<file path="src/rtl/mux4_rr_sequencer_if.sv">
// Handshake bundle between the round-robin sequencer, its four requesters,
// the 4-to-1 data mux select and the downstream sink.
interface mux4_rr_sequencer_if #(
   parameter int CNT_WIDTH = 16
);
   logic [3:0]           req;
   logic [1:0]           select;
   logic                 out_valid;
   logic                 sink_ready;
   logic [3:0]           grant;
   logic [CNT_WIDTH-1:0] xfer_count;

   modport master (
      input  req,
      input  sink_ready,
      output select,
      output out_valid,
      output grant,
      output xfer_count
   );

   modport slave (
      output req,
      output sink_ready,
      input  select,
      input  out_valid,
      input  grant,
      input  xfer_count
   );
endinterface

</file>
<file path="src/rtl/mux4_rr_sequencer.sv">
// Round-robin scheduler driving the 2-bit select of an 8-bit 4-to-1 mux and
// handshaking the selected byte to a single valid/ready sink.
module mux4_rr_sequencer #(
   parameter int NUM_REQ   = 4,
   parameter int CNT_WIDTH = 16
) (
   input  logic                  clk,
   input  logic                  reset,
   mux4_rr_sequencer_if.master   bus
);
   localparam int SEL_W = $clog2(NUM_REQ);

   localparam logic [0:0] IDLE = 1'b0;
   localparam logic [0:0] HOLD = 1'b1;

   logic [0:0]           state_q, state_d;
   logic [SEL_W-1:0]     select_q, select_d;
   logic [SEL_W-1:0]     last_q, last_d;
   logic [CNT_WIDTH-1:0] count_q, count_d;

   logic                 out_valid;
   logic                 xfer;
   logic [NUM_REQ-1:0]   grant;
   logic [NUM_REQ-1:0]   masked_req;
   logic [SEL_W:0]       pick_req;
   logic [SEL_W:0]       pick_masked;

   // Returns {found, index}; scans last+1, last+2, last+3, last (mod 4).
   function automatic logic [SEL_W:0] rr_pick(input logic [NUM_REQ-1:0] vec,
                                              input logic [SEL_W-1:0]   last);
      logic [SEL_W:0]   res;
      logic [SEL_W-1:0] idx;
      res = '0;
      for (int k = NUM_REQ; k >= 1; k--) begin
         idx = last + SEL_W'(k);
         if (vec[idx]) begin
            res = {1'b1, idx};
         end
      end
      return res;
   endfunction

   always_comb begin
      out_valid   = (state_q == HOLD);
      xfer        = out_valid & bus.sink_ready;
      grant       = xfer ? (NUM_REQ'(1) << select_q) : '0;
      // The consumed byte's req is still high this cycle, so mask it out.
      masked_req  = bus.req & ~grant;
      pick_req    = rr_pick(bus.req, last_q);
      pick_masked = rr_pick(masked_req, select_q);

      state_d  = state_q;
      select_d = select_q;
      last_d   = last_q;
      count_d  = count_q;

      case (state_q)
         IDLE: begin
            if (pick_req[SEL_W]) begin
               select_d = pick_req[SEL_W-1:0];
               state_d  = HOLD;
            end
         end
         HOLD: begin
            if (xfer) begin
               last_d  = select_q;
               count_d = count_q + CNT_WIDTH'(1);
               if (pick_masked[SEL_W]) begin
                  select_d = pick_masked[SEL_W-1:0];
               end else begin
                  state_d = IDLE;
               end
            end else if (!bus.req[select_q]) begin
               state_d = IDLE;
            end
         end
         default: begin
            state_d = IDLE;
         end
      endcase
   end

   always_ff @(posedge clk) begin
      if (reset) begin
         state_q  <= IDLE;
         select_q <= '0;
         last_q   <= SEL_W'(NUM_REQ - 1);
         count_q  <= '0;
      end else begin
         state_q  <= state_d;
         select_q <= select_d;
         last_q   <= last_d;
         count_q  <= count_d;
      end
   end

   assign bus.select     = select_q;
   assign bus.out_valid  = out_valid;
   assign bus.grant      = grant;
   assign bus.xfer_count = count_q;
endmodule

</file>
<file path="src/flat_wrapper.sv">
// flat-port wrapper written by rule: the top's interface ports become plain ports
module mux4_rr_sequencer_flat 
#(
   parameter int NUM_REQ   = 4,
   parameter int CNT_WIDTH = 16
)
  (clk, reset, bus_req, bus_sink_ready, bus_select, bus_out_valid, bus_grant, bus_xfer_count);
  mux4_rr_sequencer_if #(.CNT_WIDTH(CNT_WIDTH)) bus_i ();
  input  logic clk;
  input  logic reset;
  input wire logic [$bits(bus_i.req)-1:0] bus_req;
  input wire logic [$bits(bus_i.sink_ready)-1:0] bus_sink_ready;
  output wire logic [$bits(bus_i.select)-1:0] bus_select;
  output wire logic [$bits(bus_i.out_valid)-1:0] bus_out_valid;
  output wire logic [$bits(bus_i.grant)-1:0] bus_grant;
  output wire logic [$bits(bus_i.xfer_count)-1:0] bus_xfer_count;
  assign bus_i.req = bus_req;
  assign bus_i.sink_ready = bus_sink_ready;
  assign bus_select = bus_i.select;
  assign bus_out_valid = bus_i.out_valid;
  assign bus_grant = bus_i.grant;
  assign bus_xfer_count = bus_i.xfer_count;
  mux4_rr_sequencer #(.NUM_REQ(NUM_REQ), .CNT_WIDTH(CNT_WIDTH)) u_core (.clk(clk), .reset(reset), .bus(bus_i));
endmodule
</file>
<file path="config.mk">
export PLATFORM = sky130hd
export DESIGN_NAME = mux4_rr_sequencer_flat
export DESIGN_NICKNAME = d
export VERILOG_FILES = /design/src/rtl/mux4_rr_sequencer_if.sv /design/src/rtl/mux4_rr_sequencer.sv /design/src/flat_wrapper.sv
export SDC_FILE = /design/constraint.sdc
export NUM_CORES = 1
export LEC_CHECK = 0
export BUFFER_PORTS_ARGS = -buffer_cell sky130_fd_sc_hd__buf_2
export CORE_MARGIN = 8
export CORE_UTILIZATION = 55
export CTS_CLUSTER_SIZE = 10
export DETAILED_ROUTE_END_ITERATION = 8
export GPL_TIMING_DRIVEN = 0
export PLACE_DENSITY = 0.86
export REMOVE_ABC_BUFFERS = 1
export SETUP_SLACK_MARGIN = 0.3
export SYNTH_ARGS = -nofsm -noshare
export SYNTH_HDL_FRONTEND = slang
export SYNTH_SLANG_ARGS = --single-unit
</file>
<file path="constraint.sdc">
create_clock -name clk -period 4.35 [get_ports clk]
set_clock_uncertainty 0.1 [all_clocks]
set_input_delay 0.435 -clock clk [delete_from_list [all_inputs] [get_ports clk]]
set_output_delay 0.435 -clock clk [all_outputs]
set_load 0.02 [all_outputs]
</file>
# Word-level counts from Yosys, hierarchy flattened
# Index checks and enable logic that the tools add are counted.
[word_totals] word_cells=66 output_inout_bits=23 reg_bits=21
[op_classes] eq_ne=4 n_bitwise=4 shifts=1 n_mux=36 n_addsub=7 reduce_logical=2 n_lt_le_gt_ge=8
[op_table] cell="2-bit by 3-bit < comparator with 1-bit output, second input constant" count=8
[op_table] cell="3-bit two-way mux" count=8
[op_table] cell="1-bit binary-select mux with 2-bit select" count=9
[op_table] cell="16-bit by 1-bit adder with 16-bit output, second input constant" count=1
[op_table] cell="1-bit two-way mux" count=13
[op_table] cell="2-bit adder, second input constant" count=4
[op_table] cell="2-bit two-way mux" count=3
[op_table] cell="5-bit != test, second input constant" count=1
[op_table] cell="2-bit by 1-bit adder with 2-bit output, second input constant" count=2
[op_table] cell="4-bit AND" count=1
[op_table] cell="4-bit two-way mux" count=1
[op_table] cell="2-bit != test, second input constant" count=2
[op_table] cell="4-bit NOT" count=1
[op_table] cell="2-bit case mux with 2 select lines" count=1
[op_table] cell="4-bit AND reduction" count=1
[op_table] cell="1-bit by 2-bit left shift with 4-bit output, first input constant" count=1
[op_table] cell="2-bit by 1-bit != test with 1-bit output, second input constant" count=1
[op_table] cell="1-bit case mux with 2 select lines" count=1
[op_table] cell="2-bit AND reduction" count=1
[op_table] cell="1-bit AND" count=1
[op_table] cell="1-bit NOT" count=1

# Longest topological paths before layout
[logic_depth] ltp_word=13 depth_mapped=9 mapped_depth_nobuf=8

# Least setup slack after synthesis
# No wires, ideal clock.
[synth_path] path_type="register to register" from="reg u_core.select_q[0], in the netlist u_core.bus.select[0]" to="reg u_core.select_q[0], in the netlist u_core.bus.select[0]" arrival_ns=1.915 t_required_ns=4.131 path_buffers=1 path_slack_ns=2.217 period_less_slack_ns=2.133 path_stages_with_launch=10 cell_sequence="dfxtp_1 -> buf_6 -> clkinv_1 -> ha_1 -> nand3_1 -> inv_1 -> nor3b_1 -> nor3b_1 -> o21a_1 -> o221a_1"
[synth_via] elab_chain_cells=12
[synth_lines] element="start: declaration" line_no="mux4_rr_sequencer.sv:17" text="logic [SEL_W-1:0] select_q, select_d;"
[synth_lines] element="start signal: assignment" line_no="mux4_rr_sequencer.sv:91" text="select_q <= select_d;"
[synth_lines] element="1-bit by 2-bit left shift with 4-bit output (*)" line_no="mux4_rr_sequencer.sv:46" text="grant = xfer ? (NUM_REQ'(1) << select_q) : '0;"
[synth_lines] element="4-bit two-way mux (*)" line_no="mux4_rr_sequencer.sv:46"
[synth_lines] element="net bus_grant[2]" line_no="flat_wrapper.sv:15" text="output wire logic [$bits(bus_i.grant)-1:0] bus_grant;"
[synth_lines] element="4-bit NOT (*)" line_no="mux4_rr_sequencer.sv:48" text="masked_req = bus.req & ~grant;"
[synth_lines] element="4-bit AND (*)" line_no="mux4_rr_sequencer.sv:48"
[synth_lines] element="1-bit binary-select mux with 2-bit select" line_no="mux4_rr_sequencer.sv:36" text="if (vec[idx]) begin"
[synth_lines] element="1-bit two-way mux (not written as such)" line_no="mux4_rr_sequencer.sv:36"
[synth_lines] element="3-bit two-way mux (3 in a row)" line_no="mux4_rr_sequencer.sv:36"
[synth_lines] element="3-bit two-way mux / 2-bit two-way mux (equally long branches)" line_no="mux4_rr_sequencer.sv:36, mux4_rr_sequencer.sv:68"
[synth_lines] element="2-bit != test (no line) / 2-bit two-way mux (equally long branches)"
[synth_lines] element="4-bit AND reduction (no line) / 2-bit case mux with 2 select lines (equally long branches)"
# The timed path passes the listed nets; every way through them passes the cells marked *. The select of a mux whose other input is x is not followed.
# A chain may end at the register's enable or synchronous reset.

# Worst setup path after layout
[layout_path] from="reg u_core.select_q[0], in the netlist u_core.bus.select[0]" to="out bus_grant[2]"
[layout_via] elab_chain_cells=2
[layout_lines] element="1-bit by 2-bit left shift with 4-bit output" line_no="mux4_rr_sequencer.sv:46"
[layout_lines] element="4-bit two-way mux" line_no="mux4_rr_sequencer.sv:46"
[layout_lines] element="end: declaration" line_no="flat_wrapper.sv:15"
# No other way between the ends.

==> summary.md <==
| Metric | Value |
|---|---|
| Run status | `complete, no violations` |
| Total core area | `approximately 2200 µm²` |
| Largest family of logic cells by synthesized area | `simple AND/OR/NAND/NOR gates` |
| Crit path required time | `3.82 ns` |
| Reg2Reg Depth | `6` |
| Worst-case clock buffer depth | `2` |
| Final setup viols | `0` |
| Post-CTS resize count | `0` |
| Setup TNS | `0 ns` |
| Slew headroom | `about two thirds` |
| Comb pwr share | `between 20% and 30%` |
| First-pass GRT wire length | `4820 µm` |
| Worst reg2reg path startpoint | `u_core.bus.select[0]$_SDFFE_PP0P_` |
| Synth cell types | `42` |
| Min Tclk post-route | `2.33 ns` |
| Crit Path Class | `flop to output port` |
| Starting density of the core | `around 58%` |
| Synth top cells by count | `nor2_1 (26), dfxtp_1 (21), xor2_1 (12)` |
| HP Start | `reset` |
| Worst setup SP type | `flop` |
| Number of DRC markers in iteration 0 | `55` |
| Final GP Congestion | `0.964` |
| Max_cap viols | `0` |
| Synth Area in XOR/XNOR | `10.1%` |
| Area leader, netlist | `dfxtp_1` |
| Cts bufs inserted | `3` |
| Routed wire per std cell | `~14 µm` |
| Mapped Cells | `between 150 and 200` |
| Slew Limit Fails | `0` |
| # port buffers | `29` |
| Count leader, synth | `nor2_1` |
| Worst-path clk slew | `0.12 ns` |
| Max VDD drop | `0.206 mV` |
| Ys flop type | `dfxtp_1` |
| Dpl hpwl | `around 2200 µm` |
| Endpoint class of the critical path | `output port` |
| Layout cells sized above 1 | `between 20% and 30%` |
| CTS Hold Bufs | `0` |
| Synth top area cells | `dfxtp_1 (32%), xor2_1 (8.1%), nor2_1 (7.5%)` |
| Post-route DRC | `0` |
| Largest net degree at the start of global routing | `22` |
| Seq/Total Area, Yosys | `approximately 32%` |
| Synth Area in Adders | `4.80%` |
| Seq pwr share | `slightly above 50%` |
| Number of diodes | `0` |
| Yosys reg bits | `21` |
| Reg2Reg Setup Slack | `just over 2 ns` |
| Setup bufs post-CTS | `0` |
| Synth Area in Compound Gates | `roughly 15%` |
| Synth Area in Simple Gates | `~29%` |
| Fraction of post-synthesis cell area in the top cell type by area | `between 30% and 40%` |
| Netlist Area Pre-Place | `1300 µm²` |
| Die ar. | `approximately 4200 µm²` |
| CTS tree | `done` |
| Peak fanout along the critical path | `13` |
| Root Buffer Master | `clkbuf_4` |
| DIE WIDTH | `approximately 65 µm` |
| Worst Max-Slew Pin Slew | `between 0.4 and 0.5 ns` |
| Switch share | `33.8%` |
| Final hold vios | `0` |
| EDFF count, synth | `0` |
| DRT antenna net count | `0` |
| Min-Delay Path Depth | `2` |
| Mux cell area share after synthesis | `about 2.5%` |
| Final net count | `197` |
| Clock power frac | `21.6%` |
| CTS sink cnt | `21` |
| Total number of vias | `between 1k and 1.5k` |
| Hold Path End | `u_core.bus.xfer_count[14]$_SDFFE_PP0P_` |
| Async set-reset flop share out of synthesis | `0%` |
| Fmax | `between 400 and 500 MHz` |
| Gr usage total | `between 10 and 15%` |
| Rows | `17` |
| Fin Hold WS | `roughly 0.4 ns` |
| H-tree depth | `1` |
| Die Ht | `approximately 65 µm` |
| Int Pwr | `287 µW` |
| I/O pins | `30` |
| Worst-skew pair later-pin latency | `~0.31 ns` |
| Vias in the first global route | `about 1.1k` |
| GRT Residual Overflow | `0` |
| Synthesized area per cell | `8.20 µm²` |
| HP Class | `input pin to flop` |
| Final worst path period share | `53.6%` |
| Cell Pwr Density | `296 nW/µm²` |
| Capturing point of the worst reg2reg path | `u_core.bus.select[1]$_SDFFE_PP0P_` |
| Antenna violations before repair | `0` |
| Net Sw Power | `approximately 150 µW` |
| Area growth syn-to-layout | `12.4%` |
| RSZ-0062 raised after global routing | `false` |
| Total wire length | `2930 µm` |
| Leak | `between 0.6 and 0.7 nW` |
| CP Data Arrival Time | `1.80 ns` |
| Ys Warns | `0` |
| DRT Pass-1 Iters | `4` |
| Routed vias/inst | `between 5 and 6` |
==> cell type report <==
class | count | area (µm²)
multi-input cells | 121 | 803
clock inverters | 1 | 5.00
inverters | 9 | 33.8
repair buffers | 29 | 145
flip-flops and latches | 21 | 420
clock buffers | 3 | 22.5
well taps | 28 | 35.0
fillers | 200 | 768
==> power by group through the flow <==
stage / Clock [mW] / Combinational (mW) / Sequential [mW]
after CTS: 0.0984 / 0.121 / 0.218
after global routing: 0.107 / 0.134 / 0.220
after detailed placement: 0 / 0.120 / 0.222
final: 0.0936 / 0.122 / 0.218
after global placement: 0 / 0.115 / 0.221
after floorplan: 0 / 0.0804 / 0.225
==> routing by layer <==
layer / up-vias / part of all wire [%] / global-route usage, %
li1: 612 / - / -
met1: 572 / 44 / 15.9
met2: 27 / 50 / 24.0
met3: 4 / 6.0 / 4.47
met4: 0 / 0.82 / 4.09
met5: - / 0 / 0
==> worst max-delay path by stage <==
stage,from,endpoint,depth (start not counted)
global placement,u_core.bus.select[0]$_SDFFE_PP0P_,u_core.bus.select[1]$_SDFFE_PP0P_,6
finish,u_core.bus.select[0]$_SDFFE_PP0P_,bus_grant[2],5
floorplan,u_core.bus.select[0]$_SDFFE_PP0P_,u_core.bus.select[0]$_SDFFE_PP0P_,8
global route,u_core.bus.select[0]$_SDFFE_PP0P_,u_core.bus.select[1]$_SDFFE_PP0P_,6
CTS,u_core.bus.select[0]$_SDFFE_PP0P_,bus_grant[2],5
detailed placement,u_core.bus.select[0]$_SDFFE_PP0P_,u_core.bus.select[1]$_SDFFE_PP0P_,6
==> registers in the layout, indices dropped and copies added (netlist names) <==
register / flops
u_core.last_q: 2
u_core.bus.out_valid: 1
u_core.bus.xfer_count: 16
u_core.bus.select: 2
==> through the flow <==
step | cell area (µm²) | utilization [%] | std cells | setup slack, ns | total power [mW]
3_3_place_gp | 1440 | 64.4 | 208 | 2.14 | 0.337
2_1_floorplan | 1260 | - | 151 | 2.10 | 0.305
5_1_grt | 1470 | 65.6 | 212 | 1.83 | 0.461
4_1_cts | 1470 | 65.6 | 212 | 2.04 | 0.437
6_report | 1470 | 65.6 | 212 | 2.02 | 0.433
3_5_place_dp | 1440 | 64.4 | 208 | 2.07 | 0.342
==> cell usage in the layout (no fill, tap or decap), types with 2 or more instances in the layout <==
cell,count
a32oi_1,3
nand2b_1,2
nor2b_1,5
or3_1,2
xor2_1,12
ha_1,5
inv_1,8
a221oi_1,2
nand3_1,8
buf_2,29
a21oi_1,3
and4_1,2
nor3b_1,4
a2bb2oi_1,2
clkbuf_4,3
and2_1,4
dfxtp_1,21
nand4_1,6
nor2_1,26
xnor2_1,3
and3_1,2
nand2_1,10
a31oi_1,2
o21ai_0,2
==> kinds of logic (layout without fill, tap and decap cells) <==
family / Yosys count / after routing
XOR/XNOR: 15 / 15
AND/OR/NAND/NOR: 75 / 75
adder cells (fa/ha/maj): 5 / 5
AO/OA/AOI/OAI: 24 / 24
flip-flops: 21 / 21
multiplexers: 2 / 2
buffers and inverters: 17 / 42
==> worst max-delay path, stage by stage, from the launching register on <==
cell      delay [ns]
dfxtp_1         0.60
clkinv_1        0.27
ha_1            0.26
nand3_1         0.13
inv_1           0.07
buf_2           0.16
(Power assumes the default switching activity.)
